## config.mk

```make
export PLATFORM = sky130hd
export DESIGN_NAME = addsub_accumulator
export DESIGN_NICKNAME = d
export VERILOG_FILES = /design/src/rtl/addsub_accumulator.sv
export SDC_FILE = /design/constraint.sdc
export NUM_CORES = 1
export LEC_CHECK = 0
export CAP_MARGIN = 20
export CORE_ASPECT_RATIO = 1.25
export CORE_UTILIZATION = 53
export CTS_CLUSTER_DIAMETER = 100
export CTS_CLUSTER_SIZE = 20
export DETAILED_ROUTE_END_ITERATION = 8
export PLACE_DENSITY = 0.86
export SLEW_MARGIN = 10
export SYNTH_ARGS = -nofsm -noshare
export SYNTH_HDL_FRONTEND = slang
export SYNTH_SLANG_ARGS = --single-unit
```

## constraint.sdc

```tcl
create_clock -name clk -period 4 [get_ports clk]
set_input_delay 0.4 -clock clk [delete_from_list [all_inputs] [get_ports clk]]
set_output_delay 0.4 -clock clk [all_outputs]
set_load 0.03 [all_outputs]
```

## src/rtl/addsub_accumulator.sv

```systemverilog
// Registered two's-complement add/sub accumulator. Commands arrive over a valid/ready
// handshake, are executed in one cycle and the result is held until the consumer takes it.
//
// state  | meaning
// -------+--------------------------------------------------------------
// S_IDLE | waiting for a command, in_ready=1
// S_EXEC | captured command is applied to the accumulator (one cycle)
// S_RESP | result presented with out_valid=1 until out_ready
module addsub_accumulator #(
   parameter int WIDTH    = 4,
   parameter bit SATURATE = 1'b0
) (
   input  logic             clk,
   input  logic             rst_n,
   input  logic             in_valid,
   output logic             in_ready,
   input  logic [1:0]       op,
   input  logic [WIDTH-1:0] operand,
   output logic             out_valid,
   input  logic             out_ready,
   output logic [WIDTH-1:0] acc,
   output logic             cout,
   output logic             v,
   output logic             v_sticky,
   output logic [7:0]       op_count
);

   typedef enum logic [1:0] {
      S_IDLE = 2'd0,
      S_EXEC = 2'd1,
      S_RESP = 2'd2
   } state_t;

   localparam logic [1:0] OP_LOAD  = 2'b00;
   localparam logic [1:0] OP_ADD   = 2'b01;
   localparam logic [1:0] OP_SUB   = 2'b10;
   localparam logic [1:0] OP_CLEAR = 2'b11;

   state_t           state_q, state_d;
   logic [1:0]       op_q, op_d;
   logic [WIDTH-1:0] operand_q, operand_d;
   logic [WIDTH-1:0] acc_q, acc_d;
   logic             cout_q, cout_d;
   logic             v_q, v_d;
   logic             v_sticky_q, v_sticky_d;
   logic [7:0]       op_count_q, op_count_d;
   logic             out_valid_q, out_valid_d;
   logic             in_ready_q, in_ready_d;

   logic             is_sub;
   logic [WIDTH-1:0] y_eff;
   logic [WIDTH:0]   sum_full;
   logic [WIDTH-1:0] sum;
   logic             carry;
   logic             ovf;
   logic [WIDTH-1:0] sat_val;

   // SUB is x + ~y + 1, so cout=1 means no borrow
   always_comb begin
      is_sub   = (op_q == OP_SUB);
      y_eff    = is_sub ? ~operand_q : operand_q;
      sum_full = {1'b0, acc_q} + {1'b0, y_eff} + {{WIDTH{1'b0}}, is_sub};
      sum      = sum_full[WIDTH-1:0];
      carry    = sum_full[WIDTH];
      ovf      = (acc_q[WIDTH-1] == y_eff[WIDTH-1]) && (sum[WIDTH-1] != acc_q[WIDTH-1]);
      sat_val  = acc_q[WIDTH-1] ? {1'b1, {(WIDTH-1){1'b0}}} : {1'b0, {(WIDTH-1){1'b1}}};
   end

   always_comb begin
      state_d     = state_q;
      op_d        = op_q;
      operand_d   = operand_q;
      acc_d       = acc_q;
      cout_d      = cout_q;
      v_d         = v_q;
      v_sticky_d  = v_sticky_q;
      op_count_d  = op_count_q;
      out_valid_d = out_valid_q;
      in_ready_d  = in_ready_q;

      case (state_q)
         S_IDLE: begin
            if (in_valid && in_ready_q) begin
               op_d       = op;
               operand_d  = operand;
               op_count_d = op_count_q + 8'd1;
               in_ready_d = 1'b0;
               state_d    = S_EXEC;
            end
         end
         S_EXEC: begin
            case (op_q)
               OP_LOAD: begin
                  acc_d  = operand_q;
                  cout_d = 1'b0;
                  v_d    = 1'b0;
               end
               OP_CLEAR: begin
                  acc_d      = '0;
                  cout_d     = 1'b0;
                  v_d        = 1'b0;
                  v_sticky_d = 1'b0;
               end
               default: begin
                  // flags report the raw operation even when the result is clamped
                  acc_d      = (SATURATE && ovf) ? sat_val : sum;
                  cout_d     = carry;
                  v_d        = ovf;
                  v_sticky_d = v_sticky_q | ovf;
               end
            endcase
            out_valid_d = 1'b1;
            state_d     = S_RESP;
         end
         S_RESP: begin
            if (out_ready) begin
               out_valid_d = 1'b0;
               in_ready_d  = 1'b1;
               state_d     = S_IDLE;
            end
         end
         default: begin
            out_valid_d = 1'b0;
            in_ready_d  = 1'b1;
            state_d     = S_IDLE;
         end
      endcase
   end

   always_ff @(posedge clk or negedge rst_n) begin
      if (!rst_n) begin
         state_q     <= S_IDLE;
         op_q        <= OP_LOAD;
         operand_q   <= '0;
         acc_q       <= '0;
         cout_q      <= 1'b0;
         v_q         <= 1'b0;
         v_sticky_q  <= 1'b0;
         op_count_q  <= 8'd0;
         out_valid_q <= 1'b0;
         in_ready_q  <= 1'b1;
      end else begin
         state_q     <= state_d;
         op_q        <= op_d;
         operand_q   <= operand_d;
         acc_q       <= acc_d;
         cout_q      <= cout_d;
         v_q         <= v_d;
         v_sticky_q  <= v_sticky_d;
         op_count_q  <= op_count_d;
         out_valid_q <= out_valid_d;
         in_ready_q  <= in_ready_d;
      end
   end

   assign in_ready  = in_ready_q;
   assign out_valid = out_valid_q;
   assign acc       = acc_q;
   assign cout      = cout_q;
   assign v         = v_q;
   assign v_sticky  = v_sticky_q;
   assign op_count  = op_count_q;

endmodule

```

==> results.toml <==
[outcome]
outcome = "finished, final reports clean"

[layout]
num_antenna_cells = 0
layout_common_cells = "26 x clkdlybuf4s50_1, 24 x dfrtp_1, 15 x nand2_1"
final_common_cell = "clkdlybuf4s50_1"
layout.cells.non_filler = 178
fill_cells = 191
drive_above_1_share_pct = 10.9
area_growth_pct = 26.2
regArea_um2 = 627
multi_input_area_um2 = 609
nets = 167

[placed_design]
gp_congestion = 0.824
placed_cells = 173
io_buffer_count = 26
hpwl_um = 1910

[global_routing]
grt_pass1_wl_um = 4130
grt_max_degree = 26
grt_overflow = 0
antenna_found_initial = 0
grt_util_all_layers_pct = 22.0
grt_pass1_vias = 950

[drt]
viasPerCell = 5.24
drc = 0
drtAntennaViolNets = 0
wl_um = 2390
met3_length_um = 91
drt_iter0_markers = 10
maxUsedRoutingLayer = "met4"
wl_per_cell_um = 13.4
wl_met1_um = 1010
vias = 933
wl_met2_um = 1240
drt_first_pass_iters = 4

[clocking]
cts.path.max_buffers = 2
cts-root-buf = "clkbuf_4"
cts_buffers = 3
cts_resized = 0
clk_pin_slew_worst_paths_ns = 0.12
tritoncts = "done"
holdBufCountCts = 0
cts_setup_buffers = 0
htree_levels = 1
clock_sinks = 25
clock_latency_ns = 0.31

[floorplan]
die_area_um2 = 2610
die_x_um = 45.9
design.core.area_um2 = 2230
pin_count = 27
rows = 19
start_util_pct = 57.1
die_y_um = 56.9

[timing]
setup_viol = 0
rsz0062_at_grt = "false"
fin_tns_setup_ns = 0
slew_violations = 0
period_share_pct = 52.0
max_slew_margin_pct = 58.3
min_period_ns = 2.08
worstMarginPinSlew_ns = 0.623
fmaxAchievable_mhz = 481
finalClockSkew_ns = 0.00528
final_hold_viol_count = 0

[power]
powerDensity_nw_per_um2 = 708
p_leak_nw = 0.725
max-vdd-ir-drop_v = 0.000471
power_mw = 1.14

[synthesis]
yosysWarnings = 0
syn-num-nets = 138
ys_seq_elements = 25
avgSynthCellArea_um2 = 10.7
ys_seq_area_share_pct = 49.1
synthCells = 119
synth_cell_types = 30
syn_area_um2 = 1280

[worst_setup_path]
path_buf_inv = 1
crit_arrival_ns = 2.30
cp.depth = 8
path_max_fanout = 4
required_ns = 4.22
cpPeakStageDelay_ns = 0.40
crit_chain = "inv_1, ha_1, xor2_1, ha_1, a21oi_1, o21ai_2, xnor2_1, a221oi_1"
end_kind = "flop"
reg2regPathDepth = 8
path_delay_family = "adder cells"
path_class = "flop to flop"
start_kind = "flop"
critPathSlowestCell = "dfrtp_1"
path_common_cell = "ha_1"

[hold_path]
hold_class = "input pin to async pin"

[flow_run]
maxCapViolCount = 0
==> power breakdown <==
group          switching [mW]  internal [mW]  leakage, nW
Combinational           0.350          0.290        0.386
Sequential             0.0714          0.323        0.324
Clock                  0.0669         0.0389       0.0150
Total                   0.488          0.652        0.725
==> registers in the layout (all words and copies together) (netlist names), 2 cells and up <==
name	cells
op_count	8
acc	4
operand_q	4
op_q	2
state_q	2
==> synth_stat cells <==
cell      instances  area (µm²)
inv_1             7        26.3
fa_1              1        20.0
o211ai_1          1        7.51
nor4bb_1          1        10.0
mux2_2            5        56.3
mux2i_1           2        20.0
and4_4            1        11.3
a21o_1            1        7.51
and3_1            1        6.26
a221oi_1          1        8.76
o21ai_2           1        8.76
a21oi_1           7        35.0
buf_4             1        7.51
nor3_1            2        10.0
dfrtp_1          24         601
xnor2_1           8        70.1
clkbuf_1          2        7.51
dfstp_2           1        26.3
buf_2             1        5.00
o21ai_0           8        40.0
nor2_1            5        18.8
o21a_1            1        7.51
nand3_2           2        20.0
ha_1              8         100
xor2_1            5        43.8
nand2_1          15        56.3
nand4_1           2        12.5
nor2b_1           2        12.5
o31ai_1           1        7.51
nand2b_1          2        12.5
==> worst reg2reg max path: stages (launching register included) <==
cell and delay [ns]:
dfrtp_1 0.40, inv_1 0.10, ha_1 0.27, xor2_1 0.23, ha_1 0.30, a21oi_1 0.17
o21ai_2 0.10, xnor2_1 0.15, a221oi_1 0.28
==> area by class of cell <==
cell class / count / area share, %
flip-flops and latches: 25 / 38.9
multi-input cells: 83 / 37.8
repair buffers: 28 / 17.6
well taps: 31 / 2.41
clock buffers: 4 / 1.63
inverters: 7 / 1.63
==> kinds of logic (layout without fill, tap and decap cells) <==
| logic type | after synthesis | in the layout | synth area share (%) |
|---|---|---|---|
| AO/OA/AOI/OAI | 21 | 21 | 9.61 |
| XOR/XNOR | 13 | 13 | 8.92 |
| adder cells (fa/ha/maj) | 9 | 9 | 9.41 |
| buffers and inverters | 11 | 39 | 3.63 |
| flip-flops | 25 | 25 | 49.1 |
| multiplexers | 7 | 7 | 5.98 |
| AND/OR/NAND/NOR | 33 | 33 | 13.3 |
==> worst paths after layout <==
| kind | from | endpoint | slack, ns |
|---|---|---|---|
| setup / recovery | op_q[0]$_DFFE_PN0P_ | v_sticky$_DFFE_PN0P_ | 1.92 |
| max in group asynchronous | rst_n | op_count[5]$_DFFE_PN0P_ | 3.04 |
| hold reg to reg | v$_DFFE_PN0P_ | v$_DFFE_PN0P_ | 0.48 |
| hold / removal | rst_n | state_q[1]$_DFFE_PN0P_ | 0.46 |
| min in group clk | v$_DFFE_PN0P_ | v$_DFFE_PN0P_ | 0.48 |
| setup reg to reg | op_q[0]$_DFFE_PN0P_ | v_sticky$_DFFE_PN0P_ | 1.92 |
==> per-layer routing <==
| metal | vias up | global-route usage (%) |
|---|---|---|
| li1 | 456 | - |
| met1 | 443 | 25.6 |
| met2 | 27 | 36.6 |
| met3 | 7 | 3.86 |
| met4 | 0 | 11.8 |
| met5 | - | 0 |
==> stage by stage <==
step	area (µm²)	utilization [%]	worst slack, ns	hold slack (ns)
floorplan	1280	-	2.10	0.104
global placement	1570	70.2	2.04	0.459
detailed placement	1570	70.2	1.94	0.466
CTS	1600	71.4	1.91	0.495
global route	1610	72.1	1.73	0.498
finish	1610	72.1	1.92	0.463
(Power assumes the default switching activity.)
